<file path="src/rtl/exp3_fluxo_dados_desafio_pkg.sv">
// Shared widths and reference ROM contents for the experiment-3 challenge datapath.
package exp3_fluxo_dados_desafio_pkg;

    localparam int N = 4;  // data width: switches, register, ROM word
    localparam int M = 4;  // address width; ROM depth is 2**M

    localparam int ROM_DEPTH = 1 << M;

    // Reference sequence the player must reproduce, address 0 first.
    localparam logic [N-1:0] ROM_INIT [0:ROM_DEPTH-1] = '{
        4'b0001, 4'b0010, 4'b0100, 4'b1000,
        4'b0100, 4'b0010, 4'b0001, 4'b0001,
        4'b0010, 4'b0010, 4'b0100, 4'b0100,
        4'b1000, 4'b1000, 4'b0001, 4'b0100
    };

endpackage

</file>
<file path="src/rtl/exp3_fluxo_dados_desafio_if.sv">
// Command/status bundle between the control unit (master) and the datapath (slave).
interface exp3_fluxo_dados_desafio_if #(
    parameter int N = 4,
    parameter int M = 4
);
    logic         zeraC;
    logic         contaC;
    logic         zeraR;
    logic         registraR;
    logic [N-1:0] chaves;
    logic         fimC;
    logic         fimDiferente;
    logic         igual;
    logic [M-1:0] db_contagem;
    logic [N-1:0] db_memoria;
    logic [N-1:0] db_chaves;

    modport master (
        output zeraC, contaC, zeraR, registraR, chaves,
        input  fimC, fimDiferente, igual, db_contagem, db_memoria, db_chaves
    );

    modport slave (
        input  zeraC, contaC, zeraR, registraR, chaves,
        output fimC, fimDiferente, igual, db_contagem, db_memoria, db_chaves
    );
endinterface

</file>
<file path="src/rtl/exp3_fluxo_dados_desafio_rom.sv">
// Fixed 16x4 reference ROM, purely combinational read.
module exp3_fluxo_dados_desafio_rom
    import exp3_fluxo_dados_desafio_pkg::*;
(
    input  logic [M-1:0] addr,
    output logic [N-1:0] data
);

    // Case-statement lookup so synthesis maps it to plain logic.
    always_comb begin
        data = '0;
        case (addr)
            4'h0: data = ROM_INIT[0];
            4'h1: data = ROM_INIT[1];
            4'h2: data = ROM_INIT[2];
            4'h3: data = ROM_INIT[3];
            4'h4: data = ROM_INIT[4];
            4'h5: data = ROM_INIT[5];
            4'h6: data = ROM_INIT[6];
            4'h7: data = ROM_INIT[7];
            4'h8: data = ROM_INIT[8];
            4'h9: data = ROM_INIT[9];
            4'hA: data = ROM_INIT[10];
            4'hB: data = ROM_INIT[11];
            4'hC: data = ROM_INIT[12];
            4'hD: data = ROM_INIT[13];
            4'hE: data = ROM_INIT[14];
            4'hF: data = ROM_INIT[15];
            default: data = '0;
        endcase
    end

endmodule

</file>
<file path="src/rtl/exp3_fluxo_dados_desafio.sv">
// Experiment-3 challenge datapath: address counter, reference ROM,
// switch-capture register and equality comparator.
module exp3_fluxo_dados_desafio
    import exp3_fluxo_dados_desafio_pkg::*;
(
    input  logic                      clock,
    input  logic                      reset,
    exp3_fluxo_dados_desafio_if.slave bus
);

    logic [M-1:0] contagem;
    logic [N-1:0] registro;
    logic [N-1:0] memoria;
    logic         iguais;

    // Address counter: reset, then clear, then increment (wraps naturally at 2**M-1).
    always_ff @(posedge clock) begin
        if (!reset)
            contagem <= '0;
        else if (bus.zeraC)
            contagem <= '0;
        else if (bus.contaC)
            contagem <= contagem + 1'b1;
    end

    // Switch-capture register, independent of the counter commands.
    always_ff @(posedge clock) begin
        if (!reset)
            registro <= '0;
        else if (bus.zeraR)
            registro <= '0;
        else if (bus.registraR)
            registro <= bus.chaves;
    end

    exp3_fluxo_dados_desafio_rom u_rom (
        .addr (contagem),
        .data (memoria)
    );

    // Status is taken from state only, so the controller sees a settled result.
    always_comb begin
        iguais = (registro == memoria);
    end

    assign bus.igual        = iguais;
    assign bus.fimDiferente = ~iguais;
    assign bus.fimC         = (contagem == {M{1'b1}});
    assign bus.db_contagem  = contagem;
    assign bus.db_memoria   = memoria;
    assign bus.db_chaves    = registro;

endmodule

</file>
<file path="src/flat_wrapper.sv">
// flat-port wrapper written by rule: the top's interface ports become plain ports
module exp3_fluxo_dados_desafio_flat import exp3_fluxo_dados_desafio_pkg::*;
  (clock, reset, bus_zeraC, bus_contaC, bus_zeraR, bus_registraR, bus_chaves, bus_fimC, bus_fimDiferente, bus_igual, bus_db_contagem, bus_db_memoria, bus_db_chaves);
  exp3_fluxo_dados_desafio_if #(.N(4), .M(4)) bus_i ();
  input  logic clock;
  input  logic reset;
  input wire logic [$bits(bus_i.zeraC)-1:0] bus_zeraC;
  input wire logic [$bits(bus_i.contaC)-1:0] bus_contaC;
  input wire logic [$bits(bus_i.zeraR)-1:0] bus_zeraR;
  input wire logic [$bits(bus_i.registraR)-1:0] bus_registraR;
  input wire logic [$bits(bus_i.chaves)-1:0] bus_chaves;
  output wire logic [$bits(bus_i.fimC)-1:0] bus_fimC;
  output wire logic [$bits(bus_i.fimDiferente)-1:0] bus_fimDiferente;
  output wire logic [$bits(bus_i.igual)-1:0] bus_igual;
  output wire logic [$bits(bus_i.db_contagem)-1:0] bus_db_contagem;
  output wire logic [$bits(bus_i.db_memoria)-1:0] bus_db_memoria;
  output wire logic [$bits(bus_i.db_chaves)-1:0] bus_db_chaves;
  assign bus_i.zeraC = bus_zeraC;
  assign bus_i.contaC = bus_contaC;
  assign bus_i.zeraR = bus_zeraR;
  assign bus_i.registraR = bus_registraR;
  assign bus_i.chaves = bus_chaves;
  assign bus_fimC = bus_i.fimC;
  assign bus_fimDiferente = bus_i.fimDiferente;
  assign bus_igual = bus_i.igual;
  assign bus_db_contagem = bus_i.db_contagem;
  assign bus_db_memoria = bus_i.db_memoria;
  assign bus_db_chaves = bus_i.db_chaves;
  exp3_fluxo_dados_desafio u_core (.clock(clock), .reset(reset), .bus(bus_i));
endmodule
</file>
<file path="config.mk">
export PLATFORM = sky130hd
export DESIGN_NAME = exp3_fluxo_dados_desafio_flat
export DESIGN_NICKNAME = d
export VERILOG_FILES = /design/src/rtl/exp3_fluxo_dados_desafio_pkg.sv /design/src/rtl/exp3_fluxo_dados_desafio_if.sv /design/src/rtl/exp3_fluxo_dados_desafio_rom.sv /design/src/rtl/exp3_fluxo_dados_desafio.sv /design/src/flat_wrapper.sv
export SDC_FILE = /design/constraint.sdc
export NUM_CORES = 1
export LEC_CHECK = 0
export CAP_MARGIN = 20
export CORE_MARGIN = 2
export CORE_UTILIZATION = 30
export CTS_BUF_LIST = sky130_fd_sc_hd__clkbuf_16
export CTS_CLUSTER_SIZE = 40
export DETAILED_ROUTE_END_ITERATION = 6
export HOLD_SLACK_MARGIN = 0.1
export PLACE_DENSITY = 0.67
export SLEW_MARGIN = 25
export SYNTH_ARGS = -nofsm -noshare
export SYNTH_HDL_FRONTEND = slang
export SYNTH_HIERARCHICAL = 1
export SYNTH_SLANG_ARGS = --single-unit
export TNS_END_PERCENT = 50
</file>
<file path="constraint.sdc">
create_clock -name clock -period 2.4 [get_ports clock]
set_input_delay 0.6 -clock clock [delete_from_list [all_inputs] [get_ports clock]]
set_output_delay 0.6 -clock clock [all_outputs]
set_load 0.02 [all_outputs]
</file>
# Yosys cells after proc, flatten, opt, wreduce, memory -nomap -nowiden
# Memory sizes are Yosys's and may differ from the RTL's. A register that Yosys moved wholly into a read port is not among the register bits.
# Index checks and enable logic that the tools add are counted.
dict set report word_totals {
  out_inout_bits 15
  input_bits 10
  register_bits 8
  mem_bits_ro 64
  word_cells 12
  n_memories 1
}
# name depth word_bits rd rd_clocked_by_memory_dff write_ports line_no
set memory_table {}
lappend memory_table {{(no name shown)} 16 4 1 1 0 exp3_fluxo_dados_desafio_rom.sv:12} ;# case (addr)
dict set report classes {
  reduce_logical 2
  mux 2
  add_sub_neg 1
  bitwise 2
  n_eq_ne 2
}
# operator n
set op_table {}
lappend op_table {{$mux W4} 2}
lappend op_table {{$add A4 B1 Y4 const B} 1}
lappend op_table {{$eq A4 B4 Y1} 1}
lappend op_table {{$eq A4 B4 Y1 const B} 1}
lappend op_table {{$reduce_or A2 Y1} 2}
lappend op_table {{$not A1 Y1} 2}

# Depth between registers and ports, before layout
dict set report logic_depth {
  word_depth 3
  mapped_depth 5
  ltp_nobuf 5
}

# Modules after synthesis
# Netlist, hierarchy kept.
# module seq_area_each_um2 instances cells_each area_per_inst_um2
set by_module_without_submodules {}
lappend by_module_without_submodules {exp3_fluxo_dados_desafio 160.2 1 38 384.1}
lappend by_module_without_submodules {exp3_fluxo_dados_desafio_rom 0.0 1 10 71.3}

# Worst setup path before layout
# OpenSTA, ideal clock, no wires.
dict set report synth_path {
  kind {reg2out}
  startpoint {register u_core/bus.db_contagem[0] (netlist name)}
  endpoint {output bus_igual}
  path_slack_ns -0.073
  required_time_ns 1.800
  arrival_time_ns 1.873
  path_buffers 0
  path_stages_with_launch 5
  cell_sequence {dfxtp_1 -> nor2_1 -> a211oi_1 -> xnor2_1 -> and4_1}
}
# element line_no
set synth_lines {}
lappend synth_lines {{end, declared} flat_wrapper.sv:14} ;# output wire logic [$bits(bus_i.igual)-1:0] bus_igual;

# Worst setup path in the final report
dict set report layout_path {
  startpoint {register u_core.contagem[0] (netlist: u_core/bus.db_contagem[0])}
  endpoint {output bus_fimC}
}
dict set report layout_via {
  elab_chain_cells 1
}
# element line_no
set layout_rtl {}
lappend layout_rtl {{start, declared} exp3_fluxo_dados_desafio.sv:11} ;# logic [M-1:0] contagem;
lappend layout_rtl {{start signal, assigned} exp3_fluxo_dados_desafio.sv:23} ;# contagem <= contagem + 1'b1;
lappend layout_rtl {{$eq A4 B4 Y1} exp3_fluxo_dados_desafio.sv:48} ;# assign bus.fimC = (contagem == {M{1'b1}});
lappend layout_rtl {{end, declared} flat_wrapper.sv:12} ;# output wire logic [$bits(bus_i.fimC)-1:0] bus_fimC;
# Every way passes these cells.

==> results.yml <==
outcome:
  status: "finished clean"
critical_path:
  cp_cell_sequence: "buf_4 -> ha_1 -> and3_1 -> clkdlybuf4s50_1"
  cp.required_ns: 1.80
  cpMaxStageDelayCell: "clkdlybuf4s50_1"
  r2r_end: "u_core/bus.db_contagem[2]"
  cp-start-kind: "flop"
  max_stage_delay_ns: 0.59
  worstPathArrival_ns: 1.71
  cp_max_fo: 6
  reg2reg_depth: 4
  criticalPathCategory: "flop to output port"
  crit_cells: 4
  cp-end-kind: "output port"
  endpoint: "bus_fimC"
  crit_buf_inv: 2
  rrSetupSlack_ns: 1.26
  reg2reg_from: "u_core/bus.db_contagem[0]"
  crit_family: "buffers and inverters"
  startpoint: "u_core/bus.db_contagem[0]"
finish:
  area_growth_pct: 84.6
  mostFrequentLayoutCells: "clkdlybuf4s50_1 (22), nor2_1 (8), buf_4 (6), mux2i_1 (6), xnor2_1 (5)"
  fill_cells: 132
  nets: 93
  final_common_cell: "clkdlybuf4s50_1"
  fin_util: 0.571
  layoutNonFillerInstCount: 96
  drive_gt1_frac: 0.213
  regArea_sq_um: 165
  diodes: 0
  multiInputGateArea_sq_um: 297
yosys:
  syn-num-nets: 59
  synthTopCellsByArea: "dfxtp_1 (35%), mux2i_1 (13%), xnor2_1 (9.6%)"
  synth_area_sq_um: 455
  yosysWarnings: 6
  syn_area_per_cell_sq_um: 9.49
  synth_cell_types: 22
  ys_ff_latch: 8
  yosysTopAreaCellShare: 0.352
  yosys.area.top_type: "dfxtp_1"
  syn_inst: 48
  seq_area_frac_synth: 0.352
power:
  leakage_nw: 0.341
  powerDensity_mw_per_mm2: 580
  vdd_drop_max_uv: 494
timing:
  whs_ns: 0.544
  fin_setup_tns_ns: 0
  hold_viol_final: 0
  finClkSkew_ns: 0.000113
  slew_violations: 0
  tightest_slew_ns: 0.243
  rsz0062_at_grt: "false"
  relSlewSlack: 0.837
  clock.fmax_mhz: 433
  setup_viol: 0
  fin_ws_ns: 0.0930
  period_needed_ns: 2.31
  period_share: 0.961
grt:
  grt_pass1_vias: 451
  overflow: 0
  grt_antenna_before_repair: 0
  track_usage: 0.139
  grt_start_max_net_pins: 7
  grt_pass1_wl_mm: 1.90
clock_tree:
  clk_pin_slew_ns: 0.04
  cts_root_buf: "clkbuf_16"
  clock_sinks: 8
  h-tree-depth: 1
  cts_made_buffers: 3
  clock_latency_ns: 0.23
  cts_tree: "built"
  cts_max_path_buffers: 2
place:
  placed_cells: 93
  io_buffers: 24
  gp_congestion: 0.752
  dpl.hpwl_microns: 881
  dp_slack_ns: 0.00845
drt:
  vias: 472
  antenna_left: 0
  drt_iter0_markers: 2
  wl_per_cell_microns: 11.9
  postRouteWirelength_mm: 1.14
  vias_per_cell: 4.92
  drc: 0
  dr.pass1.iters: 2
floorplan:
  rows: 14
  die_h_microns: 43.0
  die_area_sq_mm: 0.00185
  io_pins: 25
  core_area_sq_mm: 0.00147
  chipWidth_microns: 43.0
  start_util: 0.310
job:
  max-cap-violations: 0
min_path:
  hold_path.class: "flop to flop"
[timing repair]
action,in CTS,in global routing
endpoints found under the setup margin,2,2
hold buffers,0,0
buffers inserted,0,0
resized for setup,2,5
[final cells by class]
class / instances / area share
sequential: 8 / 0.196
timing repair buffer: 30 / 0.338
clock buffer: 3 / 0.0893
multi-input combinational: 39 / 0.353
tap: 16 / 0.0238
[cells in the mapped netlist]
cell type / number
a21oi_1: 1
a32o_2: 1
a31o_1: 1
dfxtp_1: 8
nor2b_1: 1
nor4_2: 1
o21ai_0: 1
ha_1: 1
and3_1: 1
or3b_1: 1
a211oi_1: 1
xnor2_1: 5
nand2_1: 1
and4_1: 1
nand3b_1: 2
mux2i_1: 6
nand4_1: 2
a22o_1: 1
nor2_1: 8
clkbuf_1: 1
a21bo_2: 1
or2b_1: 2
[cell families (layout without fill, tap and decap cells)]
group	count (synthesis)	after routing	synth area share
muxes	6	6	0.132
buffers and inverters	1	33	0.00823
adders and majority gates	1	1	0.0275
DFF	8	8	0.352
xor gates and xnor gates	5	5	0.0961
and+or+nand+nor	20	20	0.261
AOI/OAI and AO/OA	7	7	0.124
[state kept, by name, summed over array words and instances, names as in the netlist]
signal / cells
u_core/bus.db_chaves: 4
u_core/bus.db_contagem: 4
[how the worst min path moves through the flow]
stage                                        from                      end  slack [ns]  cells past startpoint
after CTS                 u_core/bus.db_chaves[0]  u_core/bus.db_chaves[0]        0.55                      2
after global routing      u_core/bus.db_chaves[0]  u_core/bus.db_chaves[0]        0.59                      2
after floorplan           u_core/bus.db_chaves[0]  u_core/bus.db_chaves[0]        0.61                      2
after detailed placement  u_core/bus.db_chaves[0]  u_core/bus.db_chaves[0]        0.54                      2
final                     u_core/bus.db_chaves[0]  u_core/bus.db_chaves[0]        0.54                      2
after global placement    u_core/bus.db_chaves[0]  u_core/bus.db_chaves[0]        0.55                      2
[power by group]
| part | switching, mW | internal [mW] |
|---|---|---|
| sequential | 0.00423 | 0.137 |
| clock | 0.0598 | 0.214 |
| combinational | 0.0309 | 0.0412 |
| total | 0.0950 | 0.393 |
[per-stage QoR]
step / total power, mW / instance area, sq um
global placement: 0.217 / 762
detailed placement: 0.217 / 762
global route: 0.510 / 841
finish: 0.488 / 841
floorplan: 0.179 / 460
CTS: 0.492 / 835
[routing by layer]
metal,track usage,vias to the layer above,part of all wire
met4,0.0909,0,0
met1,0.168,221,0.45
met5,0,-,0
met2,0.230,10,0.51
met3,0.0128,0,0.029
li1,-,241,-
[worst register-to-register path, cell delays in order (launching register included)]
cell and delay [ns]:
dfxtp_2 0.34, buf_4 0.15, ha_1 0.23, a21bo_2 0.22, a21oi_1 0.12
Power figures use the tool's default switching activity.
